<file path="src/rtl/bytecode_fetch.sv">
// bytecode_fetch: Java bytecode fetch/decode stage ahead of the control unit.
// Reads opcode plus 0/1/2 argument bytes from a synchronous ROM and holds them for control.
//
// Parameter:
//   ADDR_WIDTH   ROM byte address width and pc width
// Ports:
//   clk, rst_n   clock, asynchronous active-low reset
//   run          fetch enable, sampled only before an opcode fetch starts
//   mem_addr/mem_rd/mem_data
//                ROM byte address, read strobe, and read data (data arrives 1 cycle after the strobe)
//   op_code/arg1/arg2
//                decoded instruction bytes, all 8'h00 outside DISPATCH
//   op_done/offset
//                control's completion pulse and signed branch displacement
//   pc           address of the current opcode byte
//   halted       set once `return` has completed
//   illegal      only present with FETCH_ILLEGAL_TRAP_EN: unsupported opcode trapped
// Optional feature: `define FETCH_ILLEGAL_TRAP_EN
module bytecode_fetch #(
  parameter int ADDR_WIDTH = 16
) (
  input  logic                  clk,
  input  logic                  rst_n,
  input  logic                  run,
  output logic [ADDR_WIDTH-1:0] mem_addr,
  output logic                  mem_rd,
  input  logic [7:0]            mem_data,
  output logic [7:0]            op_code,
  output logic [7:0]            arg1,
  output logic [7:0]            arg2,
  input  logic                  op_done,
  input  logic [15:0]           offset,
  output logic [ADDR_WIDTH-1:0] pc,
  output logic                  halted
`ifdef FETCH_ILLEGAL_TRAP_EN
  ,
  output logic                  illegal
`endif
);

  localparam logic [2:0] S_OP_REQ  = 3'd0;
  localparam logic [2:0] S_OP_WAIT = 3'd1;
  localparam logic [2:0] S_A1_REQ  = 3'd2;
  localparam logic [2:0] S_A1_WAIT = 3'd3;
  localparam logic [2:0] S_A2_REQ  = 3'd4;
  localparam logic [2:0] S_A2_WAIT = 3'd5;
  localparam logic [2:0] S_DISP    = 3'd6;
  localparam logic [2:0] S_HALT    = 3'd7;

  logic [2:0]            state_q, state_d;
  logic [ADDR_WIDTH-1:0] pc_q, pc_d;
  logic [7:0]            opc_q, opc_d;
  logic [7:0]            a1_q, a1_d;
  logic [7:0]            a2_q, a2_d;
  logic [1:0]            len_q, len_d;
  logic [ADDR_WIDTH-1:0] off_ext;
  logic                  disp;

  function automatic logic [1:0] op_len(input logic [7:0] op);
    logic [1:0] l;
    unique case (1'b1)
      (op == 8'h10) || (op == 8'h12) ||
      (op == 8'h15) || (op == 8'h36):
        l = 2'd1;
      (op == 8'h11) || (op == 8'h84) ||
      ((op >= 8'h99) && (op <= 8'ha7)):
        l = 2'd2;
      default:
        l = 2'd0;
    endcase
    return l;
  endfunction

`ifdef FETCH_ILLEGAL_TRAP_EN
  logic ill_q, ill_d;

  function automatic logic op_ok(input logic [7:0] op);
    return (op <= 8'h12) || (op == 8'h15) ||
           ((op >= 8'h1a) && (op <= 8'h1d)) ||
           (op == 8'h36) ||
           ((op >= 8'h3b) && (op <= 8'h3e)) ||
           ((op >= 8'h57) && (op <= 8'h59)) ||
           (op == 8'h60) || (op == 8'h64) ||
           (op == 8'h68) || (op == 8'h7e) ||
           (op == 8'h80) || (op == 8'h84) ||
           ((op >= 8'h99) && (op <= 8'ha7)) ||
           (op == 8'hb1);
  endfunction
`endif

  // Branch displacement is relative to the opcode byte.
  assign off_ext = ADDR_WIDTH'($signed(offset));

  always_comb begin
    state_d = state_q;
    pc_d    = pc_q;
    opc_d   = opc_q;
    a1_d    = a1_q;
    a2_d    = a2_q;
    len_d   = len_q;
`ifdef FETCH_ILLEGAL_TRAP_EN
    ill_d   = ill_q;
`endif
    unique case (state_q)
      S_OP_REQ: begin
        if (run) state_d = S_OP_WAIT;
      end
      S_OP_WAIT: begin
        opc_d = mem_data;
        len_d = op_len(mem_data);
        a1_d  = 8'h00;
        a2_d  = 8'h00;
        state_d = (len_d == 2'd0) ? S_DISP : S_A1_REQ;
`ifdef FETCH_ILLEGAL_TRAP_EN
        if (!op_ok(mem_data)) begin
          state_d = S_HALT;
          ill_d   = 1'b1;
        end
`endif
      end
      S_A1_REQ:  state_d = S_A1_WAIT;
      S_A1_WAIT: begin
        a1_d    = mem_data;
        state_d = (len_q == 2'd2) ? S_A2_REQ : S_DISP;
      end
      S_A2_REQ:  state_d = S_A2_WAIT;
      S_A2_WAIT: begin
        a2_d    = mem_data;
        state_d = S_DISP;
      end
      S_DISP: begin
        if (op_done) begin
          if (opc_q == 8'hb1) begin
            state_d = S_HALT;
          end else begin
            state_d = S_OP_REQ;
            if (offset != 16'h0000)
              pc_d = pc_q + off_ext;
            else
              pc_d = pc_q + ADDR_WIDTH'(len_q)
                   + ADDR_WIDTH'(1);
          end
        end
      end
      default: state_d = S_HALT;
    endcase
  end

  always_ff @(posedge clk or negedge rst_n) begin
    if (!rst_n) begin
      state_q <= S_OP_REQ;
      pc_q    <= '0;
      opc_q   <= 8'h00;
      a1_q    <= 8'h00;
      a2_q    <= 8'h00;
      len_q   <= 2'd0;
`ifdef FETCH_ILLEGAL_TRAP_EN
      ill_q   <= 1'b0;
`endif
    end else begin
      state_q <= state_d;
      pc_q    <= pc_d;
      opc_q   <= opc_d;
      a1_q    <= a1_d;
      a2_q    <= a2_d;
      len_q   <= len_d;
`ifdef FETCH_ILLEGAL_TRAP_EN
      ill_q   <= ill_d;
`endif
    end
  end

  // Strobe is gated by rst_n so a held-high run cannot read during reset.
  assign mem_rd = rst_n &
                  (((state_q == S_OP_REQ) & run) |
                   (state_q == S_A1_REQ) |
                   (state_q == S_A2_REQ));

  always_comb begin
    mem_addr = '0;
    unique case (state_q)
      S_OP_REQ: mem_addr = pc_q;
      S_A1_REQ: mem_addr = pc_q + ADDR_WIDTH'(1);
      S_A2_REQ: mem_addr = pc_q + ADDR_WIDTH'(2);
      default:  mem_addr = '0;
    endcase
  end

  assign disp    = (state_q == S_DISP);
  assign op_code = disp ? opc_q : 8'h00;
  assign arg1    = disp ? a1_q : 8'h00;
  assign arg2    = disp ? a2_q : 8'h00;
  assign pc      = pc_q;
  assign halted  = (state_q == S_HALT);
`ifdef FETCH_ILLEGAL_TRAP_EN
  assign illegal = ill_q;
`endif

endmodule

</file>
<file path="config.mk">
export PLATFORM = sky130hd
export DESIGN_NAME = bytecode_fetch
export DESIGN_NICKNAME = d
export VERILOG_FILES = /design/src/rtl/bytecode_fetch.sv
export SDC_FILE = /design/constraint.sdc
export NUM_CORES = 1
export LEC_CHECK = 0
export CORE_UTILIZATION = 49
export CTS_CLUSTER_SIZE = 16
export DETAILED_ROUTE_END_ITERATION = 8
export PLACE_DENSITY = 0.8
export SYNTH_ARGS = -nofsm -noshare
export SYNTH_HDL_FRONTEND = slang
export SYNTH_SLANG_ARGS = --single-unit
</file>
<file path="constraint.sdc">
create_clock -name clk -period 5.5 [get_ports clk]
set_clock_uncertainty 0.05 [all_clocks]
set_input_delay 0.55 -clock clk [delete_from_list [all_inputs] [get_ports clk]]
set_output_delay 0.55 -clock clk [all_outputs]
set_load 0.05 [all_outputs]
</file>
### Yosys cells after proc, flatten, opt, wreduce, memory -nomap -nowiden

Index checks and enable logic that the tools add are counted.

* flip-flop bits (word level): 45
* memories: 0
* input port bits: 28
* memory bits (writable): 0
* bits in latches: 0
* memory bits (read-only): 0

* div/mod/pow operators: 0
* eq/ne operators: 17
* reduce and logical (&&, ||, !) cells: 13
* $mul: 0
* mux-type cells: 15
* order comparisons: 2
* shifts and indexed selects: 0
* add/sub/neg operators: 5
* bitwise gates (word level): 5

Operator list (number)
* case mux 16 bit (3 select lines): 1
* adder 16 x 1 -> 16 bit, second input constant: 2
* == test 8 x 5 -> 1 bit, second input constant: 4
* case mux 8 bit (2 select lines): 2
* two-way mux 8 bit: 3
* case mux 3 bit (7 select lines): 1
* adder 16 bit: 1
* adder 16 x 2 -> 16 bit: 1
* adder 16 x 2 -> 16 bit, second input constant: 1
* == test 8 bit, second input constant: 2
* two-way mux 16 bit: 1
* nonzero test 16 bit: 1
* == test 3 bit, second input constant: 4
* two-way mux 3 bit: 4
* == test 8 x 6 -> 1 bit, second input constant: 1
* >= comparator 8 bit, second input constant: 1
* less-or-equal comparator 8 bit, second input constant: 1
* == test 3 x 2 -> 1 bit, second input constant: 2
* logical OR 1 bit: 5
* two-way mux 2 bit: 2
* != test 2 bit, second input constant: 2
* case mux 2 bit (2 select lines): 1
* nonzero test 2 bit: 2
* == test 3 x 1 -> 1 bit, second input constant: 1
* 9 further kinds: 11

### Logic depth before layout (Yosys ltp)

* depth after elaboration: 9
* gate-level depth with buffers: 11
* mapped depth without buffers: 11

### Least setup slack after synthesis

No wires, ideal clock.

* path kind: register to output
* start: register pc_q[1] (netlist: pc[1])
* end: output mem_addr[4]
* path buffers: 0
* data required time: 4.900 ns
* stages on the path, launching flop included: 6
* path slack: 0.906 ns
* data arrival time: 3.994 ns
* cells stage by stage: dfrtp_1 -> ha_1 -> nand2_1 -> o21ai_0 -> a31oi_1 -> a2111oi_0

* cells in the longest elaborated chain, start to end: 2
* elaborated cells between the ends (all ways): 3
* those cells by class: 2 x add/sub; 1 x mux

RTL lines
* start: declaration: line 51 `logic [ADDR_WIDTH-1:0] pc_q, pc_d;`
* start signal: assignment: line 162 `pc_q <= pc_d;`
* adder 16 x 2 -> 16 bit or adder 16 x 1 -> 16 bit (tied branches): line 184, 183
* case mux 16 bit (3 select lines) *: line 181 `unique case (state_q)`
* end: declaration: line 25 `output logic [ADDR_WIDTH-1:0] mem_addr,`

Mark *: on every way between the ends. The rest lies on a longest branch, timed or not.

### Worst setup path in the final report

* start: register state_q[1]
* end: output mem_addr[10]

* cells in the longest elaborated chain, start to end: 2
* elaborated cells between the ends (all ways): 4
* those cells by class: 2 x eq/ne; 1 x mux; 1 x reduce/logical

RTL lines
* start: declaration: line 50 `logic [2:0] state_q, state_d;`
* start signal: assignment: line 161 `state_q <= state_d;`
* == test 3 bit, or another cell as far along: line 181
* case mux 16 bit (3 select lines) *: line 181

Marks and branches as above.

==> run summary <==
================================================================================
Synth Area in Compound Gates                                               0.236
Post-DR vias/cell                                                           6.12
XOR/XNOR Fraction of Synth Area                                           0.0318
Number of enable flip-flop cells after synthesis                               0
# fillers                                                                    683
Initial Utilization                                                        0.518
Clock tree from TritonCTS                                                   done
Reg-to-reg critical path startpoint                                   state_q[1]
CTS Hold Buffers Added                                                         0
Clock latency reported for the late side of the worst-skew pair          0.31 ns
Number of hold violations in the final report                                  0
Ratio of total power to cell area                                     655 nW/um2
Antenna violations before repair                                               0
Inserted Clock Buffers                                                         5
Mapped Nets                                                                  554
Critical-path maximum fanout                                                  31
Number of setup buffers added after CTS                                        0
Uppermost routed layer                                                      met4
Start-to-end type of the worst setup path                           flip-flop to output pin
# port buffers                                                                85
Via count of the first global-routing pass                                  3715
Final clock period utilization by the worst path                           0.748
Run status                                                          complete, no violations
Unrepaired setup endpoints after global routing                               no
DRC violation count after routing                                              0
Sequential element share of the synthesized area                           0.292
Worst hold margin                                                       0.263 ns
Slew of the pin with the lowest slew margin                             0.925 ns
Number of DRC violations after detailed-routing iteration 0                  491
Post-synthesis instance area                                            3860 um2
Die X-Extent                                                             90.7 um
Slew margin rel.                                                           0.383
CP required                                                              4.90 ns
Type of element capturing the critical path                           output pin
Async S/R FF share, synth                                                   1.00
Total of warnings raised by yosys                                              0
Number of cells upsized or downsized after cts                                 0
Setup violations, final                                                        0
Synth top area cells                                                sky130_fd_sc_hd__dfrtp_1 (29%), sky130_fd_sc_hd__nand2_1 (7.3%), sky130_fd_sc_hd__o21ai_0 (6.5%), sky130_fd_sc_hd__ha_1 (6.2%), sky130_fd_sc_hd__a21oi_1 (5.4%)
Register-to-register setup slack                                         2.64 ns
Global routing usage summed across all routing layers                      0.276
Detailed placer's ending HPWL                                            8350 um
Met1 wire length                                                         5050 um
Ant. Diodes                                                                    0
Global-route wire length before repair                                  18500 um
Top library cells by usage in the layout, fill and taps aside       sky130_fd_sc_hd__clkdlybuf4s50_1 (84), sky130_fd_sc_hd__nand2_1 (75), sky130_fd_sc_hd__o21ai_0 (50)
CP Data Arrival Time                                                     3.51 ns
Adder-Cell Fraction of Synth Area                                         0.0746
I/O pin total                                                                 86
Combinational family with the most area after synthesis             simple AND/OR/NAND/NOR gates
Hold WC Path Type                                                   input pin to async pin
Leak                                                                     2.01 nW
Placer Congestion                                                          0.946
Most common cell after layout, fill and taps aside                  sky130_fd_sc_hd__clkdlybuf4s50_1
P&R area growth vs syn                                                     24.0%
Total number of nets in the final design                                     614
Number of max-capacitance violations reported                                  0
Sort of element at the start of the critical path                      flip-flop
Clock Pin Slew Worst Setup and Hold Paths                                0.09 ns
Die extent in y                                                          90.7 um
Post-detailed-route count of antenna-violating nets                            0
Gate count after technology mapping                                          505
Largest net degree at the start of global routing                             47
Fraction of post-synthesis cell area in the top cell type by area          0.292
FP Rows                                                                       31
Worst Setup SP                                                        state_q[1]
DRT Wirelength                                                          11200 um
Master cell of the clock root buffer                                sky130_fd_sc_hd__clkbuf_8
Amount of wire on met3 after detailed routing                             977 um
Fraction of the mapped netlist area in simple logic gates                  0.276
Most frequently used flop master after synthesis                    sky130_fd_sc_hd__dfrtp_1
Ratio of cells with drive above 1 in the final layout                     0.0583
Crit path capture                                                   mem_addr[10]
Peak supply drop                                                        0.399 mV
Buffer levels on the longest clock path                                        2
Length of routed met2 wiring                                             5080 um
Total number of vias                                                        4073
Grt total ovfl                                                                 0
Highest clock frequency the design can meet                              243 MHz
FF+latch count, synth                                                         45
Sink count of the clock tree                                                  45
Pre-Repair DR Iteration Count                                                  6
Core Box Area                                                           7450 um2
Wire length per cell after detailed routing                              16.9 um
Total die area                                                          8230 um2
Library cell with the largest summed area after synthesis           sky130_fd_sc_hd__dfrtp_1
Multiplexer share of the synthesized area                                 0.0344
Average cell area after synthesis                                       7.64 um2
Number of distinct library cells after synthesis                              59
Path depth of the worst reg2reg path                                           8
H-tree depth                                                                   2
Accumulated negative setup slack                                            0 ns
Fin crit period                                                          4.11 ns
Total count of max-transition violations in the final report                   0
RR Endpoint                                                               pc[14]
================================================================================
[layout make-up]
type	instances	area, um2	share of cell area
multi-input combinational	411	2520	0.526
sequential	45	1130	0.235
timing repair buffer	88	868	0.181
tap	99	124	0.0259
clock buffer	6	82.6	0.0173
inverter	14	52.6	0.0110
clock inverter	2	13.8	0.00288
[logic make-up (layout without fill, tap and decap cells)]
| family | Yosys count | in the layout |
|---|---|---|
| mux | 12 | 12 |
| simple gates | 217 | 217 |
| buf+inv | 49 | 110 |
| flops | 45 | 45 |
| xor+xnor | 14 | 14 |
| fa+ha+maj | 22 | 22 |
| compound gates | 146 | 146 |
[power by group]
part	switching (mW)	internal (mW)
logic	1.36	0.797
clock network	0.122	0.102
registers	0.274	0.483
[sequential cells by signal, indices dropped and copies added, names as in the netlist]
register and flops:
state_q 3, len_q 2, a2_q 8, a1_q 8
opc_q 8, pc 16
[through the flow]
step           power, mW  area (um2)  setup WS (ns)   util  std cells
2_1_floorplan       2.28        3860          0.906      -        505
3_3_place_gp        2.84        4690           1.90  0.630        657
3_5_place_dp        2.89        4690           1.73  0.630        657
4_1_cts             3.12        4790           1.38  0.643        665
5_1_grt             3.34        4790           1.22  0.643        665
6_report            3.14        4790           1.39  0.643        665
[routing by layer]
metal	vias up	global-route usage
li1	1943	-
met1	1885	0.406
met2	227	0.425
met3	18	0.0404
met4	0	0.0645
met5	-	0
[worst max-delay path, cell delays in order (launching register included)]
cell and delay (ns):
sky130_fd_sc_hd__dfrtp_1 0.96, sky130_fd_sc_hd__nor2b_1 0.25, sky130_fd_sc_hd__buf_4 0.27, sky130_fd_sc_hd__nor2b_1 0.41, sky130_fd_sc_hd__a31oi_1 0.14, sky130_fd_sc_hd__o31ai_1 0.30, sky130_fd_sc_hd__clkdlybuf4s50_1 0.87
[how the worst min path moves through the flow]
stage,slack [ns],start,endpoint
floorplan,0.20,rst_n,a1_q[0]
global placement,0.41,a2_q[4],a2_q[4]
detailed placement,0.42,a1_q[7],a1_q[7]
CTS,0.29,rst_n,pc[15]
global route,0.33,rst_n,pc[11]
finish,0.26,rst_n,pc[11]
[cells in the mapped netlist, drive strengths merged, types with 4 or more instances]
| cell type | count |
|---|---|
| nor2b | 5 |
| nor3 | 13 |
| dfrtp | 45 |
| nand2 | 75 |
| a21o | 5 |
| o21ai | 53 |
| xnor2 | 10 |
| inv | 14 |
| mux2 | 10 |
| nor2 | 38 |
| o32ai | 4 |
| xor2 | 4 |
| clkbuf | 23 |
| o22ai | 5 |
| and3 | 31 |
| and2 | 4 |
| a31oi | 14 |
| nand3 | 16 |
| nand4 | 7 |
| buf | 12 |
| ha | 19 |
| nand2b | 12 |
| nor4 | 7 |
| a21oi | 43 |
(Power assumes the default switching activity.)
